--- config.mk ---
export PLATFORM = sky130hd
export DESIGN_NAME = regfile_scan_reader
export DESIGN_NICKNAME = d
export VERILOG_FILES = /design/src/rtl/regfile_scan_reader.sv
export SDC_FILE = /design/constraint.sdc
export NUM_CORES = 1
export LEC_CHECK = 0
export CAP_MARGIN = 25
export CORE_UTILIZATION = 40
export DETAILED_ROUTE_END_ITERATION = 16
export DONT_BUFFER_PORTS = 1
export GPL_TIMING_DRIVEN = 0
export PLACE_DENSITY = 0.55
export SLEW_MARGIN = 20
export SYNTH_ARGS = -nofsm -noshare
export SYNTH_HDL_FRONTEND = slang
export SYNTH_SLANG_ARGS = --single-unit
export TNS_END_PERCENT = 10
--- constraint.sdc ---
create_clock -name Clk -period 2.3 [get_ports Clk]
set_input_delay 0.23 -clock Clk [delete_from_list [all_inputs] [get_ports Clk]]
set_output_delay 0.23 -clock Clk [all_outputs]
set_load 0.005 [all_outputs]
--- src/rtl/regfile_scan_reader.sv ---
// Read-side register-file sweeper: walks FIRST_REG..LAST_REG through a
// combinational read port and streams (index, value) pairs over valid/ready.
module regfile_scan_reader #(
  parameter int unsigned FIRST_REG      = 0,
  parameter int unsigned LAST_REG       = 31,
  parameter int unsigned REFRESH_CYCLES = 0
) (
  input  logic        Clk,
  input  logic        Rst_n,
  input  logic        Start,
  input  logic        Abort,
  output logic [4:0]  RAdr,
  input  logic [31:0] RData,
  output logic [4:0]  OutIdx,
  output logic [31:0] OutData,
  output logic        OutValid,
  input  logic        OutReady,
  output logic        Busy,
  output logic        Done
);

  localparam int unsigned IDX_W   = 5;
  localparam int unsigned DATA_W  = 32;
  localparam int unsigned CNT_W   = (REFRESH_CYCLES > 1) ? $clog2(REFRESH_CYCLES) : 1;
  localparam int unsigned CNT_MAX = (REFRESH_CYCLES > 0) ? REFRESH_CYCLES - 1 : 0;

  typedef enum logic [1:0] {
    IDLE = 2'd0,
    LOAD = 2'd1,
    SEND = 2'd2
  } state_t;

  state_t             state;
  logic [IDX_W-1:0]   idx;
  logic [CNT_W-1:0]   cnt;
  logic               refresh_hit;
  logic               last_word;

  // The read port always follows the sweep index.
  assign RAdr = idx;

  // Auto-refresh fires only when the timer is enabled and has run its course.
  assign refresh_hit = (REFRESH_CYCLES != 0) && (cnt == CNT_W'(CNT_MAX));
  assign last_word   = (idx == IDX_W'(LAST_REG));

  // Sweep sequencer: IDLE waits for a trigger, LOAD captures one word, SEND hands it off.
  always_ff @(posedge Clk) begin
    if (!Rst_n) begin
      state    <= IDLE;
      idx      <= IDX_W'(FIRST_REG);
      cnt      <= '0;
      OutIdx   <= '0;
      OutData  <= '0;
      OutValid <= 1'b0;
      Busy     <= 1'b0;
      Done     <= 1'b0;
    end else begin
      Done <= 1'b0;
      case (state)
        IDLE: begin
          if (Start || refresh_hit) begin
            idx   <= IDX_W'(FIRST_REG);
            cnt   <= '0;
            Busy  <= 1'b1;
            state <= LOAD;
          end else if (cnt != CNT_W'(CNT_MAX)) begin
            cnt <= cnt + CNT_W'(1);
          end
        end
        LOAD: begin
          if (Abort) begin
            OutValid <= 1'b0;
            Busy     <= 1'b0;
            idx      <= IDX_W'(FIRST_REG);
            state    <= IDLE;
          end else begin
            // Register 0 reads as zero regardless of what the port returns.
            OutData  <= (idx == '0) ? DATA_W'(0) : RData;
            OutIdx   <= idx;
            OutValid <= 1'b1;
            state    <= SEND;
          end
        end
        SEND: begin
          if (Abort) begin
            OutValid <= 1'b0;
            Busy     <= 1'b0;
            idx      <= IDX_W'(FIRST_REG);
            state    <= IDLE;
          end else if (OutReady) begin
            OutValid <= 1'b0;
            if (last_word) begin
              Busy  <= 1'b0;
              Done  <= 1'b1;
              state <= IDLE;
            end else begin
              idx   <= idx + IDX_W'(1);
              state <= LOAD;
            end
          end
        end
        default: begin
          OutValid <= 1'b0;
          Busy     <= 1'b0;
          state    <= IDLE;
        end
      endcase
    end
  end

endmodule

Word-level counts from Yosys, hierarchy flattened

Index checks and enable logic that the tools add are counted.

Register bits: 47
Output and inout port bits: 45
Logic and storage cells: 54

Add/sub/neg operators: 1
Equality and inequality tests: 8
Muxes and demuxes: 24
Bitwise gates (word level): 5
Reduce and logical (&&, ||, !) cells: 9

Operator list:

| operator                                                               | number |
|---|---|
| 32-bit 2-to-1 mux                                                      | 1 |
| 5-bit 2-to-1 mux                                                       | 5 |
| 5-bit case mux with 3 select lines                                     | 1 |
| 1-bit 2-to-1 mux                                                       | 10 |
| 3-bit != test (second input constant)                                  | 3 |
| 2-bit 2-to-1 mux                                                       | 4 |
| 1-bit case mux with 3 select lines                                     | 2 |
| 2-bit case mux with 3 select lines                                     | 1 |
| 2-bit AND reduction                                                    | 3 |
| 5-bit by 1-bit adder with 5-bit output (second input constant)         | 1 |
| 5-bit equality test (second input constant)                            | 1 |
| 5-bit logical NOT                                                      | 1 |
| 1-bit inverter                                                         | 5 |
| 5-bit AND reduction                                                    | 1 |
| 2-bit != test (second input constant)                                  | 2 |
| 4-bit AND reduction                                                    | 1 |
| 4-bit OR reduction                                                     | 1 |
| 3-bit nonzero test                                                     | 1 |
| 2-bit by 1-bit equality test with 1-bit output (second input constant) | 1 |
| 2-bit equality test (second input constant)                            | 1 |
| 2-bit logical NOT                                                      | 1 |

Depth between registers and ports, before layout

Depth in word-level cells: 5
Depth in mapped cells: 7
Gate-level depth less buffers: 7

Worst setup path after synthesis

Ideal clock, no wire load.

Path type: flip-flop to flip-flop
Start point: register idx[0], in the netlist RAdr[0]
End point: register idx[1], in the netlist RAdr[1]
Setup time: 0.072 ns
Arrival time: 1.554 ns
Required time: 2.228 ns
Slack: 0.674 ns
Cell stages (with the launch flop): 7
Path through: dfxtp_1 -> ha_1 -> and3_1 -> ha_1 -> nor2b_1 -> o31a_1 -> mux2i_1

Elaborated cells on any way between the ends: 8

RTL lines:

| element                       | line | RTL |
|---|---|---|
| from (decl)                   | 34   | `logic [IDX_W-1:0] idx;` |
| from (signal assigned)        | 50   | `idx <= IDX_W'(FIRST_REG);` |
| from (signal assigned)        | 62   | `idx <= IDX_W'(FIRST_REG);` |
| from (signal assigned)        | 74   | `idx <= IDX_W'(FIRST_REG);` |
| 5-bit equality test           | 44   | `assign last_word = (idx == IDX_W'(LAST_REG));` |
| named net last_word           | 37   | `logic last_word;` |
| 3-bit != test (no line)       | --   |  |
| 5-bit AND reduction (no line) | --   |  |

The timed path passes the listed nets, and every way through them passes these cells. The select of a mux whose other input is x is not followed.
A chain may end at the register's enable or synchronous reset.

Worst setup path after layout

Same ends and word-level chain as after synthesis.

==> results.ini <==
[sta]
tns_ns = 0
fin_crit_sh_pct = 81.42
worst_pin_slew_ns = 0.5232
report.final.slew_viol_count = 0
final_hold_viol_count = 0
skew_ns = 0.005412
finalSetupViolCount = 0
hold_ws_ns = 0.09077
relSlewSlack_pct = 65.03
period_minus_slack_ns = 1.873
max_freq_mhz = 534.0
grt_setup_unrepaired = no

[layout]
multi_input_area_um2 = 1082
area_delta_synth_final_pct = 8.646
design_area_um2 = 2390
fillers = 499
seqCellArea_um2 = 940.9
final_common_cell = dfxtp_1
post_route_cells_drive_above_1_share_pct = 39.30
antenna_cells = 0
final_nets = 241
utilization_pct = 45.91
layout_common_cells = 47 x dfxtp_1, 30 x a22oi_2, 30 x nor2b_2

[power_and_ir_drop]
seqPwrFrac_pct = 55.8
ir_worst_vdd_mv = 0.3005
power.leakage_nw = 0.8009
p_sw_share_pct = 20.39
intPower_mw = 1.172
power.density_nw_per_um2 = 615.8
p_clk_share_pct = 39.0
switchingPower_uw = 300.0
p_comb_share_pct = 5.3

[route]
vias = 1436
routed_via_density = 5.299
drt-pass1-iter-count = 4
drt_iter0_drc = 59
post-route-drc-count = 0
finalWirelength_um = 4319
post_drt_wl_per_cell_um = 15.94
drtAntennaViolNets = 0

[place]
dpl-instance-area_um2 = 2287
gp_congestion = 0.7133
dpl.hpwl_um = 3322
io_buffers = 0

[clock_network]
cts_buffer_depth = 2
cts_root_buf = clkbuf_8
cts_sinks = 47
post_cts_buffers = 0
clock_latency_ns = 0.29
clk_pin_slew_worst_paths_ns = 0.08
htree_levels = 2
cts_buffers = 5
cts_resized = 0
cts_tree = done
hold_buffers = 0

[floorplan]
ios = 82
die_width_um = 76.16
start_util_pct = 42.26
core.rowCount = 26
fp.dieArea_um2 = 5800
coreArea_um2 = 5205
fp.dieH_um = 76.16

[setup_path]
r2r-start = RAdr[0]
worstPathArrival_ns = 2.09
rrSetupSlack_ns = 0.43
required_ns = 2.52
worst_setup_path_start_kind = flip-flop
criticalPathCategory = reg -> reg
ff2ff_path_depth = 6
end_kind = flip-flop
r2r-end = RAdr[1]
crit_fanout = 5

[hold_path]
whs_path_depth = 2
min_path_type = in -> reg
hold-path-endpoint = OutData[10]
min-delay-start = RData[10]

[synthesis]
synth-main-ff-cell = dfxtp_1
ys_ff_latch = 47
netlist.area_leader.share_pct = 42.78
avgSynthCellArea_um2 = 11.34
synth-edff-count = 0
synth_top_area_cell = dfxtp_1
ys_types = 33
synth_area_leaders = dfxtp_1 43%, a22oi_2 17%, nor2b_2 12%, buf_12 2.7%, buf_6 2.6%
synthArstFlopShare_pct = 0
synth_nets = 234
ys_seq_area_share_pct = 42.78
ys_warn_count = 0
syn-cell-area_um2 = 2200
syn-instance-count = 194

[grt]
grt_first_pass_wirelength_um = 7258
grt_max_degree = 14
antenna_found_initial = 0
grt_pass1_vias = 1494
gr-total-overflow = 0
track_usage_pct = 15.67

[status]
status = finished, final reports clean

[job]
cap_viol_max_count = 0

==> layout make-up <==
class | count | share of cell area [%]
Multi-Input combinational cell | 126 | 45.29
Sequential cell | 47 | 39.37
Buffer | 16 | 6.597
Tap cell | 70 | 3.665
Clock buffer | 6 | 3.037
Clock inverter | 1 | 1.257
Inverter | 5 | 0.7853
==> power by group through the flow <==
| stage | clock [mW] | combinational, mW | sequential, mW |
|---|---|---|---|
| after floorplan | 0 | 0.0646 | 0.840 |
| after global placement | 0 | 0.0768 | 0.840 |
| after detailed placement | 0 | 0.0780 | 0.841 |
| after CTS | 0.596 | 0.0786 | 0.821 |
| after global routing | 0.634 | 0.0865 | 0.822 |
| final | 0.573 | 0.0773 | 0.821 |
==> worst max-delay path by stage <==
stage          startpoint       to  slack (ns)  cells after the start
2_1_floorplan     RAdr[0]  RAdr[1]        0.67                      6
3_3_place_gp      RAdr[0]  RAdr[4]        0.47                      6
3_5_place_dp      RAdr[0]  RAdr[1]        0.45                      6
4_1_cts           RAdr[0]  RAdr[1]        0.43                      6
5_1_grt           RAdr[0]  RAdr[1]        0.26                      6
6_report          RAdr[0]  RAdr[1]        0.43                      6
==> flip-flops by register name, summed over array words and instances, names as in the netlist <==
signal / count
OutData: 32
OutIdx: 5
RAdr: 5
state: 2
Busy: 1
Done: 1
OutValid: 1
==> stage by stage <==
step	total power, mW	setup WS, ns	std cells
after detailed placement	0.9186	0.4523	264
after floorplan	0.9042	0.6741	194
final	1.472	0.4274	271
after CTS	1.496	0.4265	271
after global placement	0.9172	0.4677	264
after global routing	1.543	0.2578	271
==> critical path, cell delays in order (launching register included) <==
cell	delay, ns
dfxtp_1	0.36
ha_1	0.24
and3_1	0.19
ha_1	0.21
nor2b_1	0.30
o31a_1	0.29
mux2i_1	0.21
==> cell families after synthesis <==
logic type               count (synthesis)  share of synthesized area [%]
multiplexers                             5                          2.275
AND/OR/NAND/NOR                         68                          22.81
buffers and inverters                   21                          8.020
adder cells (fa/ha/maj)                  3                          1.707
flip-flops                              47                          42.78
AO/OA/AOI/OAI                           50                          22.41
==> metal layers <==
| layer | vias up | GRT usage [%] | wire (um) |
|---|---|---|---|
| met5 | - | 0 | 0 |
| met4 | 0 | 4.808 | 44 |
| met3 | 5 | 7.305 | 387 |
| met2 | 53 | 27.27 | 2214 |
| met1 | 687 | 16.86 | 1672 |
| li1 | 691 | - | - |
==> cells in the mapped netlist (5+ instances only) <==
library cell	instances
a22oi_2	30
nand2_1	9
nor2b_1	9
a21oi_1	6
inv_1	5
dfxtp_1	47
o21ai_0	7
clkbuf_1	6
nor2b_2	30
buf_6	5
mux2i_1	5
No activity file was read; power rests on OpenSTA's default activity.
